File: config.mk
export PLATFORM = sky130hd
export DESIGN_NAME = inst_sram_axi_bridge
export DESIGN_NICKNAME = d
export VERILOG_FILES = /design/src/rtl/inst_sram_axi_bridge_pkg.sv /design/src/rtl/inst_sram_axi_bridge.sv
export SDC_FILE = /design/constraint.sdc
export NUM_CORES = 1
export LEC_CHECK = 0
export CELL_PAD_IN_SITES_DETAIL_PLACEMENT = 2
export CELL_PAD_IN_SITES_GLOBAL_PLACEMENT = 2
export CORE_MARGIN = 10
export CORE_UTILIZATION = 19
export DETAILED_ROUTE_END_ITERATION = 6
export PLACE_DENSITY_LB_ADDON = 0.1
export SYNTH_ARGS = -nofsm -noshare
export SYNTH_HDL_FRONTEND = slang
export SYNTH_SLANG_ARGS = --single-unit
File: constraint.sdc
create_clock -name clk -period 3.3 [get_ports clk]
set_input_delay 0.66 -clock clk [delete_from_list [all_inputs] [get_ports clk]]
set_output_delay 0.66 -clock clk [all_outputs]
set_load 0.05 [all_outputs]
File: src/rtl/inst_sram_axi_bridge_pkg.sv
// Shared AXI encodings and sizing for the instruction SRAM-to-AXI read bridge.
package inst_sram_axi_bridge_pkg;

    // Width of the outstanding-request counter (supports up to 7 in flight).
    localparam int CNT_W = 3;

    // AXI read-channel encodings used by the bridge.
    localparam logic [7:0] AXI_LEN_1BEAT  = 8'd0;
    localparam logic [2:0] AXI_SIZE_4B    = 3'b010;
    localparam logic [1:0] AXI_BURST_INCR = 2'b01;
    localparam logic [1:0] AXI_RESP_OKAY  = 2'b00;

    // True when a consumed R beat is malformed: error response or a missing RLAST
    // on what must always be a single-beat burst.
    function automatic logic beat_is_bad(input logic [1:0] resp, input logic last);
        return (resp != AXI_RESP_OKAY) || !last;
    endfunction

endpackage

File: src/rtl/inst_sram_axi_bridge.sv
// Instruction fetch bridge: SRAM-like request/response bus from IF to single-beat
// AXI4 reads. One AR slot, in-order responses (single ARID), up to MAX_OUTST
// accepted-but-unanswered fetches so IF can keep its request stage pipelined.
module inst_sram_axi_bridge
    import inst_sram_axi_bridge_pkg::*;
#(
    parameter int         MAX_OUTST = 2,
    parameter logic [3:0] AXI_ID    = 4'd0
) (
    input  logic        clk,
    input  logic        resetn,

    // SRAM-like instruction bus (IF side)
    input  logic        inst_req,
    input  logic [31:0] inst_addr,
    output logic        inst_addr_ok,
    output logic        inst_data_ok,
    output logic [31:0] inst_rdata,

    // AXI4 read address channel
    output logic [3:0]  arid,
    output logic [31:0] araddr,
    output logic [7:0]  arlen,
    output logic [2:0]  arsize,
    output logic [1:0]  arburst,
    output logic        arvalid,
    input  logic        arready,

    // AXI4 read data channel
    input  logic [3:0]  rid,
    input  logic [31:0] rdata,
    input  logic [1:0]  rresp,
    input  logic        rlast,
    input  logic        rvalid,
    output logic        rready,

    // Sticky protocol/slave error flag
    output logic        bus_err
);

    localparam logic [CNT_W-1:0] MAX_CNT = CNT_W'(MAX_OUTST);

    logic             r_arvalid;
    logic [31:0]      r_araddr;
    logic [CNT_W-1:0] r_cnt;
    logic             r_bus_err;

    logic             w_ar_free;
    logic             w_addr_ok;
    logic             w_rready;
    logic             w_data_ok;
    logic             w_err_evt;
    logic             w_unused_rid;

    // All reads share one ID, so RID carries no information for us.
    assign w_unused_rid = ^rid;

    // The AR slot can take a new address when empty or when it drains this cycle.
    assign w_ar_free = !r_arvalid || arready;
    // Acceptance uses the registered count, so a full bridge resumes the cycle
    // after a response rather than in the same cycle.
    assign w_addr_ok = inst_req && w_ar_free && (r_cnt < MAX_CNT);
    // Only accept R beats we are actually waiting for; IF always sinks data.
    assign w_rready  = (r_cnt != '0);
    assign w_data_ok = rvalid && w_rready;
    // Unexpected beat, or a consumed beat that is malformed.
    assign w_err_evt = (rvalid && !w_rready) || (w_data_ok && beat_is_bad(rresp, rlast));

    // AR slot: load on acceptance (also covers back-to-back handshake), clear on
    // handshake, otherwise hold address/valid stable under backpressure.
    always_ff @(posedge clk or negedge resetn) begin
        if (!resetn) begin
            r_arvalid <= 1'b0;
            r_araddr  <= '0;
        end else if (w_addr_ok) begin
            r_arvalid <= 1'b1;
            r_araddr  <= inst_addr;
        end else if (r_arvalid && arready) begin
            r_arvalid <= 1'b0;
        end
    end

    // Outstanding count: accepted requests minus returned responses.
    always_ff @(posedge clk or negedge resetn) begin
        if (!resetn) begin
            r_cnt <= '0;
        end else begin
            case ({w_addr_ok, w_data_ok})
                2'b10:   r_cnt <= r_cnt + 1'b1;
                2'b01:   r_cnt <= r_cnt - 1'b1;
                default: r_cnt <= r_cnt;
            endcase
        end
    end

    // Sticky error flag, cleared only by reset.
    always_ff @(posedge clk or negedge resetn) begin
        if (!resetn) begin
            r_bus_err <= 1'b0;
        end else if (w_err_evt) begin
            r_bus_err <= 1'b1;
        end
    end

    assign inst_addr_ok = w_addr_ok;
    assign inst_data_ok = w_data_ok;
    assign inst_rdata   = rdata;

    assign arid    = AXI_ID;
    assign araddr  = r_araddr;
    assign arlen   = AXI_LEN_1BEAT;
    assign arsize  = AXI_SIZE_4B;
    assign arburst = AXI_BURST_INCR;
    assign arvalid = r_arvalid;

    assign rready  = w_rready;
    assign bus_err = r_bus_err;

endmodule

-- Word level (Yosys, flattened, before mapping)
Index checks and enable logic that the tools add are counted.
- flip-flop bits (word level): 37
- input bits: 76
- output and inout bits: 86
- word-level logic and storage cells: 28
- add/subtract/negate cells: 2
- $lt $le $gt $ge: 1
- equal/unequal tests: 2
- multiplexer cells: 3
- reduce and logical (&&, ||, !) cells: 16
- operators with widths (cell ; count):
    1-bit logical AND ; 6
    3-bit one-hot mux with 2 select lines ; 1
    2-bit nonzero test ; 3
    3-bit by 1-bit adder with 3-bit output, second input constant ; 1
    1-bit logical NOT ; 3
    1-bit logical OR ; 3
    3-bit by 2-bit less-than comparator with 1-bit output, second input constant ; 1
    3-bit nonzero test ; 1
    3-bit by 1-bit subtractor with 3-bit output, second input constant ; 1
    2-bit by 1-bit == test with 1-bit output, second input constant ; 1
    2-bit == test, second input constant ; 1
    1-bit 2-to-1 mux ; 2

-- Depth between registers and ports, before layout
Gate-level depths: netlist (run 1).
- depth after elaboration: 6
- gate-level depth with buffers: 8
- depth with buffers taken out: 7

-- Least setup slack after synthesis (run 1)
Ideal clock, no wire load.
- kind: reg2reg
- start point: register r_cnt[1]
- end point: register r_cnt[2]
- setup time: 125 ps
- arrival: 2456 ps
- data required time: 3175 ps
- path slack: 719 ps
- stages on the path, launching flop included: 8
- buffers on the path: 0
- clock period less this slack: 2581 ps
- cell sequence: dfrtp_1 > or3_2 > and2_1 > ha_1 > fa_1 > xnor2_1 > nor2_1 > xor2_1
- longest elaborated chain between the ends: 4
- elaborated cells between the ends (all ways): 10
- classes of those cells: 2 x add/sub; 1 x order compare; 2 x eq/ne; 1 x mux; 4 x reduce/logical
- ends and longest elaborated chain (item ; RTL line ; source):
    start: declaration ; inst_sram_axi_bridge.sv:45 ; logic [CNT_W-1:0] r_cnt;
    start signal: assignment ; inst_sram_axi_bridge.sv:89 ; 2'b10: r_cnt <= r_cnt + 1'b1;
    start signal: assignment ; inst_sram_axi_bridge.sv:90 ; 2'b01: r_cnt <= r_cnt - 1'b1;
    start signal: assignment ; inst_sram_axi_bridge.sv:91 ; default: r_cnt <= r_cnt;
    3-bit nonzero test (*) ; inst_sram_axi_bridge.sv:64 ; assign w_rready = (r_cnt != '0);
    via rready ; inst_sram_axi_bridge.sv:35 ; output logic rready,
    1-bit logical AND (*) ; inst_sram_axi_bridge.sv:65 ; assign w_data_ok = rvalid && w_rready;
    via inst_data_ok ; inst_sram_axi_bridge.sv:17 ; output logic inst_data_ok,
    2-bit by 1-bit == test with 1-bit output / 2-bit == test (equally long branches) ; inst_sram_axi_bridge.sv:88 ; case ({w_addr_ok, w_data_ok})
    3-bit one-hot mux with 2 select lines / 2-bit nonzero test (equally long branches) ; -- ;
Mark *: on every way through the listed nets, which the timed path passes. The rest lies on a longest branch.
A chain may end at the register's enable or synchronous reset.

-- Worst setup path after layout (run 1)
- start point: register r_cnt[1]
- end point: output port inst_data_ok
- longest elaborated chain between the ends: 2
- ends and longest elaborated chain (item ; RTL line):
    3-bit nonzero test ; inst_sram_axi_bridge.sv:64
    1-bit logical AND ; inst_sram_axi_bridge.sv:65
    end: declaration ; inst_sram_axi_bridge.sv:17
Every way passes these cells.

==> metrics.md, run 1 <==
| Metric | Value |
|---|---|
| Status | `finished, final reports clean` |
| CP Data Required Time | `approximately 2.6 ns` |
| Pin count of the biggest net entering global routing | `38` |
| Peak VDD IR | `roughly 340 µV` |
| Worst slew pin tran | `between 0.8 and 0.9 ns` |
| Post-synth top area share | `47.59%` |
| # resized after CTS | `0` |
| Yosys warning total | `0` |
| Hold Fails Final Rpt | `0` |
| Worst EP arrival | `between 2 and 2.5 ns` |
| Worst-path fanout max | `4` |
| Tmin final | `2.825 ns` |
| DR DRC count | `0` |
| DRT iter0 DRCs | `11` |
| Largest family of logic cells by synthesized area | `multiplexers` |
| Worst slew margin | `40.60%` |
| Delay-heaviest family, CP | `simple AND/OR/NAND/NOR gates` |
| CTS tree | `built` |
| Setup TNS Final | `0 ns` |
| Worst path slowest cell | `clkdlybuf4s50_1` |
| Multi-input logic area | `670.6 µm²` |
| RD Place Congestion | `between 0.6 and 0.7` |
| Die W | `between 100 and 150 µm` |
| CP Launch Type | `flip-flop` |
| First-pass GRT wire length | `about 8200 µm` |
| Initial antenna violation count | `0` |
| Overall routing resource usage | `7.217%` |
| Drt first pass iters | `4` |
| CTS Sinks | `37` |
| CTS clk-pin slew, worst paths | `around 0.080 ns` |
| Final wirelength | `around 5400 µm` |
| Cts bufs inserted | `5` |
| Top post-synthesis cells by count | `49 x buf_4, 37 x dfrtp_1, 28 x mux2_4` |
| # H-tree levels | `2` |
| Final HPWL DP | `4288 µm` |
| Final Power | `3.110 mW` |
| IO Count | `roughly 160` |
| Initial Util | `between 10% and 20%` |
| Die area | `between 10000 and 15000 µm²` |
| Die Height | `between 100 and 150 µm` |
| Maxcap violations | `0` |
| Unrepaired setup endpoints after global routing | `no` |
| Core Util, Final | `between 20 and 30%` |
| Layout cell share with drive strength beyond 1 | `between 20% and 30%` |
| Clock Skews | `between 0.003 and 0.004 ns` |
| CP endpoint kind | `primary output` |
| # diodes | `0` |
| # setup viols final | `0` |
| Vias in the first global route | `1452` |
| Main area contributors after synthesis | `dfrtp_1 48%, mux2_4 22%, buf_4 19%` |
| Routed Antenna Nets | `0` |
| CTS Hold Bufs | `0` |
| Avg Inst Size Synth | `around 14 µm²` |
| Root buf cell | `clkbuf_8` |
| Crit path kind | `reg2out` |
| CTS Buffer Depth | `2` |
| Register Area | `between 900 and 1000 µm²` |
| Layout fillers | `between 1000 and 1500` |
| Remaining Overflow, GRT | `0` |
| Mapped cell area | `between 1500 and 2000 µm²` |
| Most used DFF post-synth | `dfrtp_1` |
| Synth Area in Compound Gates | `less than 1%` |
| Setup bufs post-CTS | `0` |
| Final nets | `roughly 270` |
| Ys async rst share | `100.0%` |
| Synth unique cells | `20` |
| Avg WL per Cell | `~17 µm` |
| Pwr dens | `1174 nW/µm²` |
| Max Clock Freq | `about 0.35 GHz` |
| Most common cell in the synthesized netlist | `buf_4` |
| IO Port Bufs | `76` |
| Dominant cell type by area after synthesis | `dfrtp_1` |
| Placed cells | `315` |
| Crit-path max cell delay | `~0.71 ns` |
| Hold Crit Class | `reg2reg` |
| Post-Layout Cell Count | `around 320` |
| Worst-path cell chain | `or3_2, and2_1, clkdlybuf4s50_1` |
| Post-synthesis sequential area ratio | `47.59%` |
| Area delta synth->final | `36.14%` |
| Vias after detailed routing | `1142` |
| Period Utilization, post-route | `about 86%` |
| Hold_ws | `0.4664 ns` |
| Number of flops mapped to enable cells by yosys | `0` |
| Core Area | `approximately 10000 µm²` |
| Skew-Pair Late Insertion Delay | `~0.28 ns` |
| Post-synthesis mux area share | `~25%` |
| P_leak | `1.194 nW` |
| Max Transition Viols Final | `0` |
| XOR/XNOR Fraction of Synth Area | `1.350%` |
| Post-Synth Simple-Gate Area | `under 10%` |
| Buf/Inv on CP | `1` |
| Num rows | `36` |
| Post-synthesis adder-cell area fraction | `between 1.5 and 2%` |
| Flip-flop and latch count after synthesis | `37` |
| Vias per cell | `roughly 3.5` |
| Cells after synthesis | `~140` |
[path summary, 6_finish.rpt]
path	startpoint	endpoint	slack, ns	cells after the start
worst max-delay path	r_cnt[1]$_DFFE_PN0P_	inst_data_ok	0.48	3
worst min-delay path	bus_err$_DFFE_PN0P_	bus_err$_DFFE_PN0P_	0.47	1
worst max register to register	r_cnt[1]$_DFFE_PN0P_	r_cnt[2]$_DFFE_PN0P_	0.94	7
worst min register to register	bus_err$_DFFE_PN0P_	bus_err$_DFFE_PN0P_	0.47	1
max in group asynchronous	resetn	araddr[15]$_DFFE_PN0P_	2.24	1
min in group asynchronous	resetn	bus_err$_DFFE_PN0P_	0.49	1
[cell families (layout without fill, tap and decap cells)]
family	after synthesis	in the layout
adder cells (fa/ha/maj)	2	2
AND/OR/NAND/NOR	10	10
multiplexers	33	33
flip-flops	37	37
buffers and inverters	53	87
XOR/XNOR	3	3
other	2	17
AO/OA/AOI/OAI	1	1
[flip-flops by register name, summed over array words and instances, names as in the netlist]
name,cells
araddr,32
arvalid,1
bus_err,1
r_cnt,3
[metal layers]
| metal | track usage [%] | share of wire (%) | vias up |
|---|---|---|---|
| li1 | - | - | 487 |
| met1 | 6.911 | 36 | 567 |
| met2 | 11.80 | 47 | 78 |
| met3 | 5.398 | 16 | 10 |
| met4 | 2.459 | 0.91 | 0 |
| met5 | 0 | 0 | - |
[cells in the final DEF, fill, tap and decap left out]
cell type	Yosys	layout
a21o_1	1	1
and2_1	1	1
buf_12	0	1
buf_2	0	1
buf_4	49	2
clkbuf_8	0	7
clkdlybuf4s50_1	0	74
clkinv_2	0	1
conb_1	2	17
dfrtp_1	37	37
fa_1	1	1
ha_1	1	1
inv_1	1	1
mux2_2	5	5
mux2_4	28	28
nand2_1	2	2
nand2b_1	1	1
nand3_1	1	1
nand3_4	1	1
nor2_1	2	2
nor2_2	1	1
or3_2	1	1
xnor2_1	2	2
xor2_1	1	1
[layout make-up]
cell class / instances / area share (%)
repair buffers: 78 / 29.48
well taps: 133 / 6.282
clock inverters: 1 / 0.1889
flip-flops and latches: 37 / 34.96
clock buffers: 7 / 3.637
multi-input cells: 66 / 25.32
inverters: 1 / 0.1417
[through the flow]
stage          setup slack (ns)  cell area, µm²
6_report                 0.4751            2649
5_1_grt                  0.3709            2649
4_1_cts                  0.4311            2649
3_5_place_dp             0.4775            2547
3_3_place_gp             0.5011            2547
2_1_floorplan            0.7188            2002
[power by group]
part | switching, mW | internal (mW) | leakage, nW | total, mW
registers | 0.141 | 0.683 | 0.436 | 0.824
clock network | 0.166 | 0.189 | 0.0542 | 0.355
logic | 1.14 | 0.786 | 0.704 | 1.93
total | 1.45 | 1.66 | 1.19 | 3.11
Power figures use the tool's default switching activity.
==> inputs of run 2 (changes only) <==
ABC_AREA = 1   (was unset)
CORE_UTILIZATION = 18   (was 19)
==> run 2 against run 1 <==
  * Sequential power is 3.5% lower
  * Largest cell class unchanged
  * Core utilization shrank 2.4 points
  * First-iteration DRC count increased to 6.1 times the previous value
  * Global-route usage shrank 0.21 points
  * Largest power group unchanged
==> metrics.md, run 2 <==
| Metric | Value |
|---|---|
| Status | `finished, final reports clean` |
| Die W | `between 100 and 150 µm` |
| Worst-path fanout max | `2` |
| Max Clock Freq | `0.4222 GHz` |
| Final HPWL DP | `around 4200 µm` |
| DRT iter0 DRCs | `67` |
| Post-synthesis sequential area ratio | `roughly 46%` |
| Worst slew margin | `39.26%` |
| Max reg flops | `32` |
| Die area | `approximately 16000 µm²` |
| Post-place setup slack | `roughly 0.76 ns` |
| Die Height | `approximately 130 µm` |
| # H-tree levels | `2` |
| Commonest cells after routing, fill and taps aside | `73 x clkdlybuf4s50_1, 41 x inv_1, 40 x nand2_1` |
| CP Data Required Time | `approximately 2.6 ns` |
| Initial antenna violation count | `0` |
| Placed cells | `399` |
| Layout cell share with drive strength beyond 1 | `a little under an eighth` |
| CTS Sinks | `37` |
| Num rows | `38` |
| R2R depth | `8` |
| Cells after synthesis | `223` |
| Peak VDD IR | `310.1 µV` |
| Period Utilization, post-route | `a little under three quarters` |
| DR DRC count | `0` |
| Initial Util | `18.37%` |
| Avg WL per Cell | `between 10 and 15 µm` |
| Clock Skews | `0.005674 ns` |
| # resized after CTS | `0` |
| Maxcap violations | `0` |
| Avg Inst Size Synth | `approximately 8.9 µm²` |
| Hold_ws | `0.4711 ns` |
| First-pass GRT wire length | `~9000 µm` |
| Yosys warning total | `0` |
| Main area contributors after synthesis | `dfrtp_1 46%, buf_4 18%, inv_1 7.7%` |
| Area delta synth->final | `33.04%` |
| Most common cell in the synthesized netlist | `buf_4` |
| Crit path kind | `in2out` |
| Pin count of the biggest net entering global routing | `66` |
| Commonest non-fill, non-tap cell in the layout | `clkdlybuf4s50_1` |
| Worst EP arrival | `around 1.7 ns` |
| Drt first pass iters | `4` |
| CP Launch Type | `input pin` |
| Most used DFF post-synth | `dfrtp_1` |
| Vias in the first global route | `~1600` |
| Setup ws final | `slightly above 0.9 ns` |
| Vias per cell | `roughly 3.6` |
| Setup bufs post-CTS | `0` |
| Routed Antenna Nets | `0` |
| Top post-synthesis cells by count | `49 x buf_4, 41 x inv_1, 40 x nand2_1` |
| Tmin final | `~2.4 ns` |
| Ys async rst share | `100.0%` |
| CTS clk-pin slew, worst paths | `0.07 ns` |
| Remaining Overflow, GRT | `0` |
| # setup viols final | `0` |
| Hold Crit Depth | `2` |
| CP endpoint kind | `primary output` |
| Core Area | `about 11000 µm²` |
| Post-DP Area | `between 2000 and 3000 µm²` |
| Finished layout cell area | `roughly 2700 µm²` |
| CTS tree | `built` |
| IO Port Bufs | `76` |
| Pwr dens | `about 1100 nW/µm²` |
| Final wirelength | `~5500 µm` |
| Setup TNS Final | `0 ns` |
| Skew-Pair Late Insertion Delay | `0.29 ns` |
| Vias after detailed routing | `1445` |
| Number of flops mapped to enable cells by yosys | `0` |
| CTS Buffer Depth | `2` |
| Overall routing resource usage | `under 10%` |
| Root buf cell | `clkbuf_8` |
| RD Place Congestion | `0.6472` |
| CTS Hold Bufs | `0` |
| Hold Crit Class | `reg2reg` |
| Cts bufs inserted | `5` |
| Unrepaired setup endpoints after global routing | `no` |
| Post-Layout Cell Count | `approximately 410` |
| # diodes | `0` |
| Worst slew pin tran | `just over 0.9 ns` |
| IO Count | `around 160` |
| Synth unique cells | `22` |
| Post-synth top area share | `46.48%` |
| Dominant cell type by area after synthesis | `dfrtp_1` |
| Max Transition Viols Final | `0` |
| Final nets | `344` |
| P_leak | `around 1.3 nW` |
| Flip-flop and latch count after synthesis | `37` |
| Hold Fails Final Rpt | `0` |
| Mapped cell area | `~2000 µm²` |
run 2: cell count changes after synthesis, moves of 2 or more:
| cell | delta |
|---|---|
| inv_1 | +40 |
| o21ai_1 | +8 |
| nand2_2 | +5 |
| buf_2 | +2 |
| mux2_2 | -5 |
| nand2_1 | +38 |
| mux2_4 | -28 |
| o21ai_2 | +12 |
| o21ai_0 | +12 |
run 2: metal layers:
layer / track usage, % / wire (µm) / share of wire (%) / up-vias
li1: - / - / - / 677
met1: 8.554 / 2539 / 46 / 701
met2: 10.83 / 2538 / 46 / 63
met3: 3.253 / 398 / 7.2 / 4
met4: 1.965 / 41 / 0.74 / 0
met5: 0 / 0 / 0 / -
run 2: where the power goes:
| part | internal, mW | switching, mW | total [mW] | leakage (nW) |
|---|---|---|---|---|
| registers | 0.664 | 0.131 | 0.795 | 0.457 |
| logic | 0.551 | 1.15 | 1.70 | 0.793 |
| clock network | 0.147 | 0.171 | 0.318 | 0.0450 |
| total | 1.36 | 1.45 | 2.81 | 1.29 |
run 2: worst paths after layout:
| path | endpoint | slack (ns) | start |
|---|---|---|---|
| min in group asynchronous | araddr[19]$_DFFE_PN0P_ | 0.50 | resetn |
| min | bus_err$_DFFE_PN0P_ | 0.47 | bus_err$_DFFE_PN0P_ |
| max reg2reg | r_cnt[2]$_DFFE_PN0P_ | 1.39 | r_cnt[1]$_DFFE_PN0P_ |
| min reg2reg | bus_err$_DFFE_PN0P_ | 0.47 | bus_err$_DFFE_PN0P_ |
| max | inst_data_ok | 0.93 | rvalid |
| max in group asynchronous | bus_err$_DFFE_PN0P_ | 2.23 | resetn |
run 2: worst max-delay path, cell delays in order:
cell and delay (ns):
clkdlybuf4s50_1 0.48, a21boi_0 0.31, buf_4 0.27
run 2: final cells by class:
type	instances	area, µm²
Clock inverter	2	10.01
Multi-Input combinational cell	104	541.8
Timing Repair Buffer	77	770.7
Clock buffer	6	72.57
Sequential cell	37	925.9
Inverter	41	153.9
Tap cell	140	175.2
Fill cell	1258	8190
run 2: per-stage QoR:
step           util, %  total power, mW
6_report         24.45            2.809
5_1_grt          24.45            3.016
4_1_cts          24.45            2.877
3_5_place_dp     23.68            2.537
3_3_place_gp     23.68            2.520
2_1_floorplan        -            2.071
run 2: cell families after synthesis:
| family | synth area share, % |
|---|---|
| flops | 46.48 |
| buf+inv | 29.15 |
| other cells | 0.3770 |
| compound gates | 10.68 |
| simple gates | 11.24 |
| fa+ha+maj | 1.633 |
| xor+xnor | 0.4398 |
